`src/rtl/alu_pkg.sv`:
```
// Shared definitions for the sequential ALU: opcodes, FSM encoding and opcode helpers.
package alu_pkg;

  localparam logic [4:0] OP_AND  = 5'h00;
  localparam logic [4:0] OP_OR   = 5'h01;
  localparam logic [4:0] OP_ADD  = 5'h02;
  localparam logic [4:0] OP_ADDU = 5'h03;
  localparam logic [4:0] OP_SUBU = 5'h04;
  localparam logic [4:0] OP_SUB  = 5'h06;
  localparam logic [4:0] OP_SLT  = 5'h07;
  localparam logic [4:0] OP_SLTU = 5'h08;
  localparam logic [4:0] OP_NOR  = 5'h0C;
  localparam logic [4:0] OP_XOR  = 5'h0D;
  localparam logic [4:0] OP_SLL  = 5'h10;
  localparam logic [4:0] OP_SRL  = 5'h11;
  localparam logic [4:0] OP_SRA  = 5'h12;

  typedef enum logic {
    ST_IDLE  = 1'b0,
    ST_SHIFT = 1'b1
  } state_t;

  function automatic logic is_shift(input logic [4:0] control);
    return (control == OP_SLL) || (control == OP_SRL) || (control == OP_SRA);
  endfunction

endpackage

```
`src/rtl/alu_addsub.sv`:
```
// Shared WIDTH-bit adder/subtractor; subtraction is a + ~b + 1 so cout=1 means no borrow.
module alu_addsub #(
  parameter int WIDTH = 32
) (
  input  logic [WIDTH-1:0] a,
  input  logic [WIDTH-1:0] b,
  input  logic             sub,
  output logic [WIDTH-1:0] sum,
  output logic             cout,
  output logic             ovf_signed
);

  logic [WIDTH-1:0] b_eff_s;

  assign b_eff_s = sub ? ~b : b;
  assign {cout, sum} = {1'b0, a} + {1'b0, b_eff_s} + {{WIDTH{1'b0}}, sub};
  assign ovf_signed = (a[WIDTH-1] == b_eff_s[WIDTH-1]) && (sum[WIDTH-1] != a[WIDTH-1]);

endmodule

```
`src/rtl/alu_seq.sv`:
```
// Clocked ALU with start/busy/finished handshake; shifts iterate one bit position per clock.
module alu_seq
  import alu_pkg::*;
#(
  parameter int WIDTH   = 32,
  parameter int SHAMT_W = $clog2(WIDTH)
) (
  input  logic             clock,
  input  logic             reset,
  input  logic             start,
  input  logic [4:0]       control,
  input  logic [WIDTH-1:0] input_a,
  input  logic [WIDTH-1:0] input_b,
  output logic             busy,
  output logic             finished,
  output logic [WIDTH-1:0] result,
  output logic             zero,
  output logic             cout,
  output logic             err_overflow,
  output logic             err_invalid_control
);

  localparam logic [SHAMT_W-1:0] CNT_ZERO = {SHAMT_W{1'b0}};
  localparam logic [SHAMT_W-1:0] CNT_ONE  = {{(SHAMT_W-1){1'b0}}, 1'b1};

  state_t             state_r, state_s;
  logic [WIDTH-1:0]   sh_r, sh_s, result_r, result_s;
  logic [SHAMT_W-1:0] cnt_r, cnt_s;
  logic [4:0]         op_r, op_s;
  logic               cout_r, cout_s, ovf_r, ovf_s, inv_r, inv_s;
  logic               fin_r, fin_s, busy_r, busy_s;

  logic [WIDTH-1:0]   sum_s, shifted_s;
  logic               add_cout_s, add_ovf_s, sub_sel_s, out_bit_s, slt_s;
  logic [SHAMT_W-1:0] shamt_s;

  assign shamt_s   = input_b[SHAMT_W-1:0];
  assign sub_sel_s = (control != OP_ADD) && (control != OP_ADDU);
  // Signed less-than: sign of the difference, corrected when the subtraction overflowed.
  assign slt_s     = sum_s[WIDTH-1] ^ add_ovf_s;

  alu_addsub #(.WIDTH(WIDTH)) u_addsub (
    .a          (input_a),
    .b          (input_b),
    .sub        (sub_sel_s),
    .sum        (sum_s),
    .cout       (add_cout_s),
    .ovf_signed (add_ovf_s)
  );

  // One-bit shift step of the captured operand and the bit leaving it.
  always_comb begin
    shifted_s = sh_r;
    out_bit_s = 1'b0;
    case (op_r)
      OP_SLL: begin
        shifted_s = {sh_r[WIDTH-2:0], 1'b0};
        out_bit_s = sh_r[WIDTH-1];
      end
      OP_SRL: begin
        shifted_s = {1'b0, sh_r[WIDTH-1:1]};
        out_bit_s = sh_r[0];
      end
      OP_SRA: begin
        shifted_s = {sh_r[WIDTH-1], sh_r[WIDTH-1:1]};
        out_bit_s = sh_r[0];
      end
      default: begin
        shifted_s = sh_r;
        out_bit_s = 1'b0;
      end
    endcase
  end

  // Next-state and next-output logic for the IDLE/SHIFT controller.
  always_comb begin
    state_s  = state_r;
    sh_s     = sh_r;
    cnt_s    = cnt_r;
    op_s     = op_r;
    result_s = result_r;
    cout_s   = cout_r;
    ovf_s    = ovf_r;
    inv_s    = inv_r;
    fin_s    = 1'b0;
    busy_s   = busy_r;
    case (state_r)
      ST_IDLE: begin
        if (start && is_shift(control) && (shamt_s != CNT_ZERO)) begin
          state_s = ST_SHIFT;
          sh_s    = input_a;
          cnt_s   = shamt_s;
          op_s    = control;
          busy_s  = 1'b1;
        end else if (start) begin
          fin_s  = 1'b1;
          inv_s  = 1'b0;
          cout_s = 1'b0;
          ovf_s  = 1'b0;
          case (control)
            OP_AND:  result_s = input_a & input_b;
            OP_OR:   result_s = input_a | input_b;
            OP_NOR:  result_s = ~(input_a | input_b);
            OP_XOR:  result_s = input_a ^ input_b;
            OP_ADD, OP_SUB: begin
              result_s = sum_s;
              cout_s   = add_cout_s;
              ovf_s    = add_ovf_s;
            end
            OP_ADDU: begin
              result_s = sum_s;
              cout_s   = add_cout_s;
              ovf_s    = add_cout_s;
            end
            OP_SUBU: begin
              result_s = sum_s;
              cout_s   = add_cout_s;
              ovf_s    = ~add_cout_s;
            end
            OP_SLT:  result_s = {{(WIDTH-1){1'b0}}, slt_s};
            OP_SLTU: result_s = {{(WIDTH-1){1'b0}}, ~add_cout_s};
            OP_SLL, OP_SRL, OP_SRA: result_s = input_a;
            default: begin
              // Invalid opcode: flag it but keep the previous result and arithmetic flags.
              inv_s  = 1'b1;
              cout_s = cout_r;
              ovf_s  = ovf_r;
            end
          endcase
        end else begin
          state_s = ST_IDLE;
        end
      end
      ST_SHIFT: begin
        sh_s  = shifted_s;
        cnt_s = cnt_r - CNT_ONE;
        if (cnt_r == CNT_ONE) begin
          state_s  = ST_IDLE;
          busy_s   = 1'b0;
          fin_s    = 1'b1;
          result_s = shifted_s;
          cout_s   = out_bit_s;
          ovf_s    = 1'b0;
          inv_s    = 1'b0;
        end else begin
          state_s = ST_SHIFT;
        end
      end
      default: begin
        state_s = ST_IDLE;
        busy_s  = 1'b0;
      end
    endcase
  end

  // State and output registers.
  always_ff @(posedge clock or posedge reset) begin
    if (reset) begin
      state_r  <= ST_IDLE;
      sh_r     <= {WIDTH{1'b0}};
      cnt_r    <= CNT_ZERO;
      op_r     <= 5'h00;
      result_r <= {WIDTH{1'b0}};
      cout_r   <= 1'b0;
      ovf_r    <= 1'b0;
      inv_r    <= 1'b0;
      fin_r    <= 1'b0;
      busy_r   <= 1'b0;
    end else begin
      state_r  <= state_s;
      sh_r     <= sh_s;
      cnt_r    <= cnt_s;
      op_r     <= op_s;
      result_r <= result_s;
      cout_r   <= cout_s;
      ovf_r    <= ovf_s;
      inv_r    <= inv_s;
      fin_r    <= fin_s;
      busy_r   <= busy_s;
    end
  end

  assign busy                = busy_r;
  assign finished            = fin_r;
  assign result              = result_r;
  assign zero                = (result_r == {WIDTH{1'b0}});
  assign cout                = cout_r;
  assign err_overflow        = ovf_r;
  assign err_invalid_control = inv_r;

endmodule

```
`config.mk`:
```
export PLATFORM = sky130hd
export DESIGN_NAME = alu_seq
export DESIGN_NICKNAME = d
export VERILOG_FILES = /design/src/rtl/alu_pkg.sv /design/src/rtl/alu_addsub.sv /design/src/rtl/alu_seq.sv
export SDC_FILE = /design/constraint.sdc
export NUM_CORES = 1
export LEC_CHECK = 0
export CAP_MARGIN = 20
export CORE_MARGIN = 10
export CORE_UTILIZATION = 30
export DETAILED_ROUTE_END_ITERATION = 7
export PLACE_DENSITY = 0.45
export SYNTH_ARGS = -nofsm -noshare
export SYNTH_HDL_FRONTEND = slang
export SYNTH_HIERARCHICAL = 1
export SYNTH_SLANG_ARGS = --single-unit
```
`constraint.sdc`:
```
create_clock -name clock -period 3.3 [get_ports clock]
set_input_delay 0.66 -clock clock [delete_from_list [all_inputs] [get_ports clock]]
set_output_delay 0.66 -clock clock [all_outputs]
set_load 0.03 [all_outputs]
```
; ---- After elaboration in Yosys (flattened, before gate mapping)
; Cells that the tools add are included.
[totals]
reg_bits = 80
input_bits = 72
output_inout_bits = 38
word_cells = 104
[op_classes]
n_addsub = 3
eq_ne = 27
n_mux = 35
n_bitwise = 8
reduce_logical = 21
[ops]
columns = op, n
row1 = $pmux W32 S8, 1
row2 = $mux W32, 5
row3 = $pmux W32 S2, 2
row4 = $pmux W32 S3, 1
row5 = $not A32 Y32, 2
row6 = $add A32 B32 Y33, 1
row7 = $add A33 B1 Y33, 1
row8 = $and A32 B32 Y32, 1
row9 = $logic_not A32 Y1, 1
row10 = $or A32 B32 Y32, 1
row11 = $xor A32 B32 Y32, 1
row12 = $eq A5 B5 Y1 const B, 6
row13 = $pmux W1 S2, 8
row14 = $eq A5 B3 Y1 const B, 3
row15 = $eq A5 B4 Y1 const B, 3
row16 = $mux W1, 15
row17 = $ne A5 B2 Y1 const B, 3
row18 = $reduce_or A13 Y1, 1
row19 = $reduce_and A4 Y1, 3
row20 = $eq A5 B1 Y1 const B, 2
row21 = $eq A5 B2 Y1 const B, 2
row22 = $pmux W5 S2, 1
row23 = $ne A9 B2 Y1 const B, 1
row24 = $reduce_or A9 Y1, 1
row25 = 19 further kinds, 28

; ---- Depth between registers and ports, before layout
[depth]
ltp_word = 12
ltp_mapped = 23
depth_no_buf = 17

; ---- Hierarchy
; Netlist, hierarchy kept.
[by_module_without_submodules]
columns = module, instances, cells_per_inst, area_each_um2, seq_area_each_um2
row1 = alu_seq, 1, 920, 7304.5, 2001.9
row2 = alu_addsub, 1, 276, 1983.2, 0.0

; ---- Least setup slack after synthesis
; OpenSTA, ideal clock, no wires.
[synth_timing]
path_type = input port to flip-flop
startpoint = input port control[2]
endpoint = register result_r[0] (netlist: result[0])
setup_ns = 0.082
t_arrival_ns = 5.035
setup_slack_ns = -1.817
path_stages = 22
path_buffers = 6
path_cell_list = buf_4 or2_1 clkbuf_1 clkbuf_1 or2_2 clkbuf_2 buf_1 xor2_1 ha_1 clkbuf_1 a21o_1 a21o_1 o31ai_2 o21ai_1 a31o_2 a211oi_2 o21ai_0 nor2b_1 o41ai_1 a211oi_1 a221o_1 a31oi_1
[synth_between]
word_cells_on_any_way = 37
[synth_rtl]
columns = element, line
row1 = start: declaration, alu_seq.sv:11  ; input logic [4:0] control,
row2 = $ne A5 B2 Y1, alu_seq.sv:38  ; assign sub_sel_s = (control != OP_ADD) && (control != OP_ADDU);
row3 = $logic_and A1 B1 Y1 *, alu_seq.sv:38
row4 = via sub_sel_s, alu_seq.sv:34  ; logic add_cout_s, add_ovf_s, sub_sel_s, out_bit_s, slt_s;
row5 = $mux W32, alu_addsub.sv:15  ; assign b_eff_s = sub ? ~b : b;
row6 = $add A32 B32 Y33, alu_addsub.sv:16  ; assign {cout, sum} = {1'b0, a} + {1'b0, b_eff_s} + {{WIDTH{1'b0}}, sub};
row7 = $add A33 B1 Y33 *, alu_addsub.sv:16
row8 = via add_cout_s, alu_seq.sv:34
row9 = $not A1 Y1 *, alu_seq.sv:121  ; OP_SLTU: result_s = {{(WIDTH-1){1'b0}}, ~add_cout_s};
row10 = $pmux W32 S8 *, alu_seq.sv:100  ; case (control)
row11 = $mux W32 *, alu_seq.sv:95  ; end else if (start) begin
row12 = $mux W32 *, alu_seq.sv:89  ; if (start && is_shift(control) && (shamt_s != CNT_ZERO)) begin
row13 = $pmux W32 S2 *, alu_seq.sv:87  ; case (state_r)
row14 = end signal: assignment, alu_seq.sv:163  ; result_r <= {WIDTH{1'b0}};
row15 = end signal: assignment, alu_seq.sv:174  ; result_r <= result_s;
row16 = end: declaration, alu_seq.sv:27  ; logic [WIDTH-1:0] sh_r, sh_s, result_r, result_s;
; The timed path passes the listed nets; every way through them passes the cells marked *. The select of a mux whose other input is x is not followed.
; A chain may end at the register's enable or synchronous reset.

; ---- Worst setup path in the final report
[layout_timing]
startpoint = input port control[2]
endpoint = register result_r[0] (netlist: result[0])
[layout_between]
elab_chain_cells = 12
word_cells_on_any_way = 37
[layout_lines]
columns = element, line
row1 = $ne A5 B2 Y1, alu_seq.sv:38
row2 = $logic_and A1 B1 Y1 *, alu_seq.sv:38
row3 = via sub_sel_s, alu_seq.sv:34
row4 = $mux W32, alu_addsub.sv:15
row5 = $add A32 B32 Y33, alu_addsub.sv:16
row6 = $add A33 B1 Y33 *, alu_addsub.sv:16
row7 = via sum_s[31], alu_seq.sv:33  ; logic [WIDTH-1:0] sum_s, shifted_s;
row8 = $ne A1 B1 Y1, alu_addsub.sv:17  ; assign ovf_signed = (a[WIDTH-1] == b_eff_s[WIDTH-1]) && (sum[WIDTH-1] != a[WIDTH-1]);
row9 = $logic_and A1 B1 Y1, alu_addsub.sv:17
row10 = $xor A1 B1 Y1 *, alu_seq.sv:40  ; assign slt_s = sum_s[WIDTH-1] ^ add_ovf_s;
row11 = $pmux W32 S8 *, alu_seq.sv:100
row12 = $mux W32 *, alu_seq.sv:95
row13 = $mux W32 *, alu_seq.sv:89
row14 = $pmux W32 S2 *, alu_seq.sv:87
; Marked as above.

==> results_dict.tcl <==
set metrics [dict create \
    status "finished with violations" \
    violations "design-rule violations, negative setup slack" \
    synth_fa_ha_area_share_pct 13.3 \
    synth_area_leader_cell "dfrtp_1" \
    fin_cells 1848 \
    grt_pass1_vias 9986 \
    async_flop_share_pct 100 \
    fp-row-count 64 \
    dp.final_hpwl_um 29700 \
    htreeDepth 3 \
    viasPerCell 5.51 \
    synth_top_family_by_area "compound AO/OA/AOI/OAI gates" \
    required_ns 3.51 \
    tightest_slew_ns 1.08 \
    crit_cells 21 \
    synth-main-ff-cell "dfrtp_1" \
    worstPathMaxFanout 8 \
    layout_commonest_cell "buf_4" \
    drc 16 \
    switching_share_pct 48.1 \
    r2r_cells 6 \
    postSynthCellCount 1196 \
    p_int_mw 4.02 \
    die-area_sq_um 38400 \
    portBuffers 109 \
    synth_warnings 6 \
    cpMostUsedCell "buf_6" \
    cp.arrival_ns 4.35 \
    whs_ns 0.462 \
    antenna_found_initial 0 \
    hold_violations 0 \
    crit_path_cell_trace "buf_6 > or2_4 > or2_4 > buf_12 > buf_6 > xor2_1 > ha_1 > a21oi_2 > o21a_1 > nor2_2 > a211oi_2 > a21oi_2 > o22ai_2 > buf_4 > buf_6 > xnor2_4 > xnor2_1 > nor3_1 > a2111oi_1 > a221o_1 > a31oi_1" \
    setup_viol 25 \
    grt_overflow 0 \
    antenna_cells 0 \
    yosys_register_bits 80 \
    ant_nets 0 \
    power_frac_seq_pct 25.2 \
    cts-buffers-inserted 9 \
    design_area_sq_um 13200 \
    slew_headroom_pct 27.8 \
    synth_area_leaders "dfrtp_1 (22%), ha_1 (13%), a21oi_1 (7.4%)" \
    cts.sinks 80 \
    grt_max_degree 51 \
    placed_area_sq_um 12100 \
    start_util_pct 30.4 \
    switchingPower_mw 3.72 \
    crit_path_max_incr_delay_ns 0.37 \
    finClkSkew_ns 0.00884 \
    power_mw 7.73 \
    fmax_mhz 242 \
    num_io_pins 110 \
    cp-startpoint "control[2]" \
    ff2ff_setup_slack_ns 0.80 \
    synth_edf_count 0 \
    hp-class "flop to flop" \
    fillers 3105 \
    comb_power_share_pct 62.6 \
    drt-initial-drc-count 863 \
    path_delay_family "compound AO/OA/AOI/OAI gates" \
    synth_xor_area_share_pct 5.66 \
    core-area_sq_um 30600 \
    reg2reg_to "result[26]" \
    final_cell_mix "buf_4 (205), a21oi_1 (121), clkdlybuf4s50_1 (104)" \
    track_usage_pct 19.6 \
    ctsHoldBuffers 0 \
    syn_nets 1366 \
    period_share_pct 125 \
    synth-simple-area-share_pct 15.8 \
    end_kind "flop" \
    r2r-start "op_r[3]" \
    path_buf_inv 5 \
    seq_area_sq_um 2010 \
    wire_per_inst_um 21.3 \
    die_h_um 196 \
    cts_max_path_buffers 2 \
    multi_input_area_sq_um 7130 \
    wirelength_um 39400 \
    cts-root-buf "clkbuf_16" \
    place.gp.congestion 0.882 \
    ys_types 81 \
    dr.pass1.iters 8 \
    start_kind "primary input" \
    tritoncts "built" \
    clk_latency_ns 0.34 \
    crit_type "primary input to flop" \
    grt_setup_unrepaired "yes" \
    cts.reportedPaths.clkPinSlew_ns 0.06 \
    min_period_ns 4.14 \
    finalMaxSlewViolations 0 \
    ir_drop_uv 333 \
    vias 10188 \
    cp-endpoint "result[0]" \
    synth_area_sq_um 9290 \
    die_x_um 196 \
    fin_ws_ns -0.837 \
    synth_seq_area_share_pct 21.6 \
    muxShareOfSynthArea_pct 0.701 \
    cp_slowest_cell "ha_1" \
    synth.top_cell.area_share_pct 21.6 \
    power_frac_clock_pct 12.2 \
    area_growth_pct 42.2 \
    final_layout_size_suffix_gt1_share_pct 25.6 \
    synth_area_per_cell_sq_um 7.77 \
    dp.cells 1808 \
    grt_pass1_wl_um 60300 \
    p_leak_nw 5.95 \
    maxCapViolations 0 \
    nNetsFinal 1617 \
    power_density_nw_per_um2 586 \
    synth-compound-area-share_pct 34.4 \
]
[area by class of cell]
type                       instances  area share (%)
tap                              396            3.75
clock buffer                      11            1.84
sequential                        80            15.2
multi-input combinational        917            54.0
timing repair buffer             334            22.0
clock inverter                     5           0.246
inverter                         105            2.99
[logic make-up after synthesis]
kind of cell | Yosys count
simple gates | 291
flops | 80
buf+inv | 200
mux | 6
xor+xnor | 60
compound gates | 461
fa+ha+maj | 98
[worst min-delay path by stage]
| stage | endpoint | cells past startpoint | slack, ns | startpoint |
|---|---|---|---|---|
| 6_report | op_r[4] | 1 | 0.46 | op_r[4] |
| 3_5_place_dp | op_r[4] | 1 | 0.45 | op_r[4] |
| 4_1_cts | op_r[4] | 1 | 0.46 | op_r[4] |
| 3_3_place_gp | op_r[4] | 1 | 0.44 | op_r[4] |
| 5_1_grt | op_r[4] | 1 | 0.49 | op_r[4] |
| 2_1_floorplan | op_r[4] | 1 | 0.42 | op_r[4] |
[sequential cells by signal, indices dropped and copies added, names as in the netlist]
name / cells
result: 32
sh_r: 32
cnt_r: 5
op_r: 5
busy: 1
cout: 1
err_invalid_control: 1
err_overflow: 1
finished: 1
state_r: 1
[repair_timing]
| item | in CTS | in global routing |
|---|---|---|
| setup endpoints to repair | 28 | 29 |
| gates cloned | 1 | 0 |
| buffers inserted | 17 | 10 |
| resized for setup | 75 | 51 |
| pin swaps | 90 | 75 |
[cell usage after synthesis (all sizes together), types with 3 or more instances]
library cell / number
a22oi: 25
a221oi: 15
nand2: 66
inv: 104
o41ai: 13
mux2: 4
nor3: 9
nor4: 9
and3: 30
o31ai: 5
o21ai: 87
o31a: 3
o211a: 13
o221ai: 22
xnor2: 21
and2: 3
or2: 5
dfrtp: 80
a21o: 12
a21oi: 138
xor2: 39
nand3b: 4
a31oi: 45
nand2b: 25
a211o: 4
a211oi: 8
ha: 97
a222oi: 26
buf: 37
nor2b: 11
or3b: 3
a221o: 20
nand3: 20
nor2: 88
o21a: 7
nand4: 6
clkbuf: 58
o211ai: 3
[metal layers]
layer / up-vias / wire length (um) / GRT usage (%)
met5: - / 0 / 0
met4: 0 / 643 / 5.03
met3: 24 / 2190 / 2.75
met2: 305 / 17500 / 30.1
met1: 4942 / 19000 / 28.0
li1: 4917 / - / -
[metrics by stage]
step           worst slack, ns  util, %  setup TNS (ns)
6_report                -0.837     43.2          -12.01
5_1_grt                  -1.01     43.2          -14.89
3_5_place_dp             -1.56     39.7          -30.78
4_1_cts                 -0.897     42.0          -11.58
3_3_place_gp             -1.52     39.7          -29.46
2_1_floorplan            -1.35        -          -20.00
[power by group through the flow]
stage          registers, mW  logic, mW  clock network (mW)
2_1_floorplan           2.15       2.48                   0
3_3_place_gp            1.95       4.55                   0
3_5_place_dp            1.95       4.58                   0
4_1_cts                 1.94       4.72               0.966
5_1_grt                 2.00       5.23                1.01
6_report                1.95       4.84               0.943
[worst register-to-register path: cells and delay by family, from the launching register on]
| family | cells | cell delay [ns] |
|---|---|---|
| compound gates | 2 | 0.34 |
| buf+inv | 1 | 0.33 |
| flops | 1 | 0.37 |
| simple gates | 3 | 1.39 |
Power figures use the tool's default switching activity.
==> RTL edit 1: new RTL, same flow settings <==
Register the inputs `start`, `control`, `input_a` and `input_b` before use, cleared by the reset. The logic sees them one clock later.
--- a/src/rtl/alu_seq.sv
+++ b/src/rtl/alu_seq.sv
@@ -24,4 +24,23 @@
   localparam logic [SHAMT_W-1:0] CNT_ONE  = {{(SHAMT_W-1){1'b0}}, 1'b1};
 
+  logic start_q;
+  logic [4:0] control_q;
+  logic [WIDTH-1:0] input_a_q;
+  logic [WIDTH-1:0] input_b_q;
+
+  always_ff @(posedge clock or posedge reset) begin
+    if (reset) begin
+      start_q   <= '0;
+      control_q <= '0;
+      input_a_q <= '0;
+      input_b_q <= '0;
+    end else begin
+      start_q   <= start;
+      control_q <= control;
+      input_a_q <= input_a;
+      input_b_q <= input_b;
+    end
+  end
+
   state_t             state_r, state_s;
   logic [WIDTH-1:0]   sh_r, sh_s, result_r, result_s;
@@ -35,12 +54,12 @@
   logic [SHAMT_W-1:0] shamt_s;
 
-  assign shamt_s   = input_b[SHAMT_W-1:0];
-  assign sub_sel_s = (control != OP_ADD) && (control != OP_ADDU);
+  assign shamt_s   = input_b_q[SHAMT_W-1:0];
+  assign sub_sel_s = (control_q != OP_ADD) && (control_q != OP_ADDU);
   // Signed less-than: sign of the difference, corrected when the subtraction overflowed.
   assign slt_s     = sum_s[WIDTH-1] ^ add_ovf_s;
 
   alu_addsub #(.WIDTH(WIDTH)) u_addsub (
-    .a          (input_a),
-    .b          (input_b),
+    .a          (input_a_q),
+    .b          (input_b_q),
     .sub        (sub_sel_s),
     .sum        (sum_s),
@@ -87,20 +106,20 @@
     case (state_r)
       ST_IDLE: begin
-        if (start && is_shift(control) && (shamt_s != CNT_ZERO)) begin
+        if (start_q && is_shift(control_q) && (shamt_s != CNT_ZERO)) begin
           state_s = ST_SHIFT;
-          sh_s    = input_a;
+          sh_s    = input_a_q;
           cnt_s   = shamt_s;
-          op_s    = control;
+          op_s    = control_q;
           busy_s  = 1'b1;
-        end else if (start) begin
+        end else if (start_q) begin
           fin_s  = 1'b1;
           inv_s  = 1'b0;
           cout_s = 1'b0;
           ovf_s  = 1'b0;
-          case (control)
-            OP_AND:  result_s = input_a & input_b;
-            OP_OR:   result_s = input_a | input_b;
-            OP_NOR:  result_s = ~(input_a | input_b);
-            OP_XOR:  result_s = input_a ^ input_b;
+          case (control_q)
+            OP_AND:  result_s = input_a_q & input_b_q;
+            OP_OR:   result_s = input_a_q | input_b_q;
+            OP_NOR:  result_s = ~(input_a_q | input_b_q);
+            OP_XOR:  result_s = input_a_q ^ input_b_q;
             OP_ADD, OP_SUB: begin
               result_s = sum_s;
@@ -120,5 +139,5 @@
             OP_SLT:  result_s = {{(WIDTH-1){1'b0}}, slt_s};
             OP_SLTU: result_s = {{(WIDTH-1){1'b0}}, ~add_cout_s};
-            OP_SLL, OP_SRL, OP_SRA: result_s = input_a;
+            OP_SLL, OP_SRL, OP_SRA: result_s = input_a_q;
             default: begin
               // Invalid opcode: flag it but keep the previous result and arithmetic flags.
Check against the original RTL: not equivalent (a bounded check fails within 4 cycles, from zero or initial values and one cycle with reset high).
==> RTL edit 1 against the original RTL <==
The flow finishes with violations (setup timing); area after synthesis is 29% higher; clock skew grew 0.0031 ns; setup slack better by 0.37 ns; final cell count grew 16%; sequential cell count grew 70; routed wire length is 22% higher; cell area rose by 20%; total power rose by 36%; combinational power rose by 11%; worst hold slack better by 0.062 ns; critical path depth fell by 3; clock power grew 120%; synthesized cell count is 18% higher.
==> RTL edit 1: results (changes against the original RTL) <==
{| class="wikitable"
! Metric !! Value
|-
| LEAKAGE || 6.80 nW (was 5.95 nW)
|-
| Hold Path Origin || err_invalid_control$_DFFE_PP0P_ (was op_r[4]$_DFFE_PP0P_)
|-
| Place WS || -0.803 ns (was -1.56 ns)
|-
| Met2 usage in global routing || 34.6% (was 30.1%)
|-
| Violations in the final reports || setup timing (was DRC, setup timing)
|-
| Compound-cell area share of the yosys netlist || 29.7% (was 34.4%)
|-
| Slowest CP cell || sky130_fd_sc_hd__dfrtp_2 (was sky130_fd_sc_hd__ha_1)
|-
| Via count of the first global-routing pass || 12100 (was 9986)
|-
| Global-route track usage on met3 || 2.81% (was 2.75%)
|-
| First-pass GRT wire length || 73800 µm (was 60300 µm)
|-
| Number of distinct library cells after synthesis || 79 (was 81)
|-
| Fraction of final layout cells with drive strength greater than 1 || 19.4% (was 25.6%)
|-
| Final GP Congestion || 0.927 (was 0.882)
|-
| Detailed placement HPWL || 33100 µm (was 29700 µm)
|-
| Max Fanout on Critical Path || 6 (was 8)
|-
| Adder-cell share of the synthesized area || 10.3% (was 13.3%)
|-
| Tightest Pin Transition || 1.10 ns (was 1.08 ns)
|-
| Overall fraction of global-route tracks in use || 19.9% (was 19.6%)
|-
| Avg Inst Size Synth || 8.50 µm² (was 7.77 µm²)
|-
| Status || complete, but fails checks (unchanged)
|-
| Number of cells in the finished layout apart from fillers || 2151 (was 1848)
|-
| Endpoint of the worst hold path || err_invalid_control$_DFFE_PP0P_ (was op_r[4]$_DFFE_PP0P_)
|-
| Max Clock Skew || 0.0119 ns (was 0.00884 ns)
|-
| GR met1 Demand/Resource || 24.9% (was 28.0%)
|-
| H-tree level count || 4 (was 3)
|-
| # fillers || 3937 (was 3105)
|-
| Post-synthesis net count || 1578 (was 1366)
|-
| Metal3 WL || 2350 µm (was 2190 µm)
|-
| Worst setup margin || -0.470 ns (was -0.837 ns)
|-
| TritonRoute pass-1 iters || 6 (was 8)
|-
| Share of synthesized area spent on multiplexers || 1.73% (was 0.701%)
|-
| Final setup violation count || 14 (was 25)
|}
RTL edit 1: changes by cell type in the layout (fill, tap and decap cells not counted), moves of 35 or more:
cell                      unedited run  this run
sky130_fd_sc_hd__o21ai_0            11       149
sky130_fd_sc_hd__a21oi_1           121        80
sky130_fd_sc_hd__buf_4             205       169
sky130_fd_sc_hd__nor3_1              6        41
sky130_fd_sc_hd__o21ai_1            66        10
sky130_fd_sc_hd__dfrtp_1            79       147
RTL edit 1: cell type report:
class,instances,share of cell area (%)
Clock buffer,21,2.90
Clock inverter,11,0.938
Inverter,85,2.05
Multi-Input combinational cell,1061,49.3
Sequential cell,150,23.7
Tap cell,525,4.14
Timing Repair Buffer,298,17.0
RTL edit 1: through the flow:
| stage | power (W) | area, µm² | utilization, % | setup TNS (ns) | hold WS, ns |
|---|---|---|---|---|---|
| final | 0.0105 | 15900 | 40.1 | -3.12 | 0.523 |
| after global routing | 0.0112 | 15900 | 40.1 | -5.84 | 0.551 |
| after CTS | 0.0105 | 15700 | 39.6 | -3.36 | 0.528 |
| after detailed placement | 0.00827 | 14700 | 37.2 | -7.37 | 0.508 |
| after global placement | 0.00824 | 14700 | 37.2 | -6.84 | 0.513 |
| after floorplan | 0.00613 | 12000 | - | -1.16 | 0.472 |
RTL edit 1: what timing repair did:
| action | 4_1_cts | 5_1_grt |
|---|---|---|
| endpoints found under the setup margin | 20 | 22 |
| resized for setup | 46 | 28 |
| hold endpoints to repair | 0 | 0 |
| gates cloned | 1 | 1 |
| buffers inserted | 13 | 4 |
| pin swaps | 49 | 27 |
RTL edit 1: report_power, final:
group          total, W  switching [W]  internal [W]
logic           0.00538        0.00308       0.00230
registers       0.00305       0.000677       0.00237
clock network   0.00210       0.000869       0.00123
==> RTL edit 2: new RTL, config.mk and constraints unchanged <==
Without the edit above. `WIDTH` is set to 32 in 2 places; all go to 64.
--- a/src/rtl/alu_addsub.sv
+++ b/src/rtl/alu_addsub.sv
@@ -1,5 +1,5 @@
 // Shared WIDTH-bit adder/subtractor; subtraction is a + ~b + 1 so cout=1 means no borrow.
 module alu_addsub #(
-  parameter int WIDTH = 32
+  parameter int WIDTH = 64
 ) (
   input  logic [WIDTH-1:0] a,
--- a/src/rtl/alu_seq.sv
+++ b/src/rtl/alu_seq.sv
@@ -3,5 +3,5 @@
   import alu_pkg::*;
 #(
-  parameter int WIDTH   = 32,
+  parameter int WIDTH   = 64,
   parameter int SHAMT_W = $clog2(WIDTH)
 ) (
Ports: changed (resized input_a, input_b and result); port bits go from 110 to 206. The function was not compared with the original's and may differ.
==> RTL edit 2 against the original RTL <==
The run still ends with DRC, setup timing left; setup slack got worse by 0.032 ns; core utilization increased by 2.6 points; sequential cell count grew 65; area after synthesis rose by 85%; total power grew 95%; fmax fell by 0.76%; cell area rose by 96%; routed wire length is 110% higher; largest cell class unchanged.
==> RTL edit 2: results (changes against the original RTL) <==
{| class="wikitable"
! Metric !! Value
|-
| Final setup violation count || 50 (was 25)
|-
| Dpl cells || 3390 (was 1808)
|-
| Register-to-register setup slack || 1.06 ns (was 0.80 ns)
|-
| Status || complete, but fails checks (unchanged)
|-
| Number of logic inverters in the finished layout || 159 (was 105)
|-
| Buffers excl. clock || 696 (was 334)
|-
| Post-synthesis net count || 2520 (was 1366)
|-
| Crit Reg-Reg Startpoint || op_r[2]$_DFFE_PP0P_ (was op_r[3]$_DFFE_PP0P_)
|-
| Area taken by flip-flops and latches || 3630 µm² (was 2010 µm²)
|-
| Slowest CP cell || sky130_fd_sc_hd__mux2_4 (was sky130_fd_sc_hd__ha_1)
|-
| Count of routing violations after the opening detailed-route iteration || 2324 (was 863)
|-
| Hold Path Origin || busy$_DFFE_PP0P_ (was op_r[4]$_DFFE_PP0P_)
|-
| Worst slack on hold paths || 0.491 ns (was 0.462 ns)
|-
| Sequential power share || 24.8% (was 25.2%)
|-
| Max Fanout on Critical Path || 6 (was 8)
|-
| Placement-stage cell area || 23500 µm² (was 12100 µm²)
|-
| TritonCTS Buffers || 17 (was 9)
|-
| Largest cells by area after synthesis || sky130_fd_sc_hd__dfrtp_1, sky130_fd_sc_hd__ha_1, sky130_fd_sc_hd__a222oi_1, sky130_fd_sc_hd__a21oi_1, sky130_fd_sc_hd__o21ai_0 (was sky130_fd_sc_hd__dfrtp_1, sky130_fd_sc_hd__ha_1, sky130_fd_sc_hd__a21oi_1, sky130_fd_sc_hd__inv_1, sky130_fd_sc_hd__xor2_1)
|-
| Worst setup margin || -0.869 ns (was -0.837 ns)
|-
| Horizontal die dimension || 259 µm (was 196 µm)
|-
| Number of design rule violations left after detail routing || 3 (was 16)
|-
| Largest net degree at the start of global routing || 69 (was 51)
|-
| Count of port buffers added during placement || 205 (was 109)
|-
| Clock latency of the later-clocked register in the worst-skew pair || 0.51 ns (was 0.34 ns)
|-
| R2r endpoint || result[35]$_DFFE_PP0P_ (was result[26]$_DFFE_PP0P_)
|-
| Violations in the final reports || DRC, setup timing (unchanged)
|-
| Power Dens Cells || 583 nW/µm² (was 586 nW/µm²)
|-
| Max incr delay on CP || 0.34 ns (was 0.37 ns)
|-
| Final-layout clock buffer total || 18 (was 11)
|-
| H-tree level count || 4 (was 3)
|-
| Mapped Cells || 2190 (was 1196)
|-
| Signal arrival time at the worst endpoint || 4.62 ns (was 4.35 ns)
|-
| Clock tree cell share of total cell area || 2.47% (was 2.08%)
|-
| Worst vdd rail ir drop || 0.000575 V (was 0.000333 V)
|}
==> RTL edit 2: cell types whose count changed after synthesis, moves of 72 or more <==
cell	delta
sky130_fd_sc_hd__clkbuf_1	+84
sky130_fd_sc_hd__a21oi_1	+72
sky130_fd_sc_hd__o21ai_0	+155
sky130_fd_sc_hd__ha_1	+96
sky130_fd_sc_hd__a222oi_1	+100
sky130_fd_sc_hd__nand2b_1	+76
==> RTL edit 2: metal layers <==
layer | vias up | part of all wire (%) | track usage (%)
li1 | 9230 | - | -
met1 | 9873 | 44 | 32.2
met2 | 810 | 47 | 38.7
met3 | 104 | 6.6 | 3.44
met4 | 0 | 2.4 | 7.68
met5 | - | 0 | 0
==> RTL edit 2: what timing repair did <==
item                       CTS  global route
setup endpoints to repair   61            58
pin swaps                  173           165
buffers inserted            37            31
gates resized for setup    185            95
gates cloned                 5             1
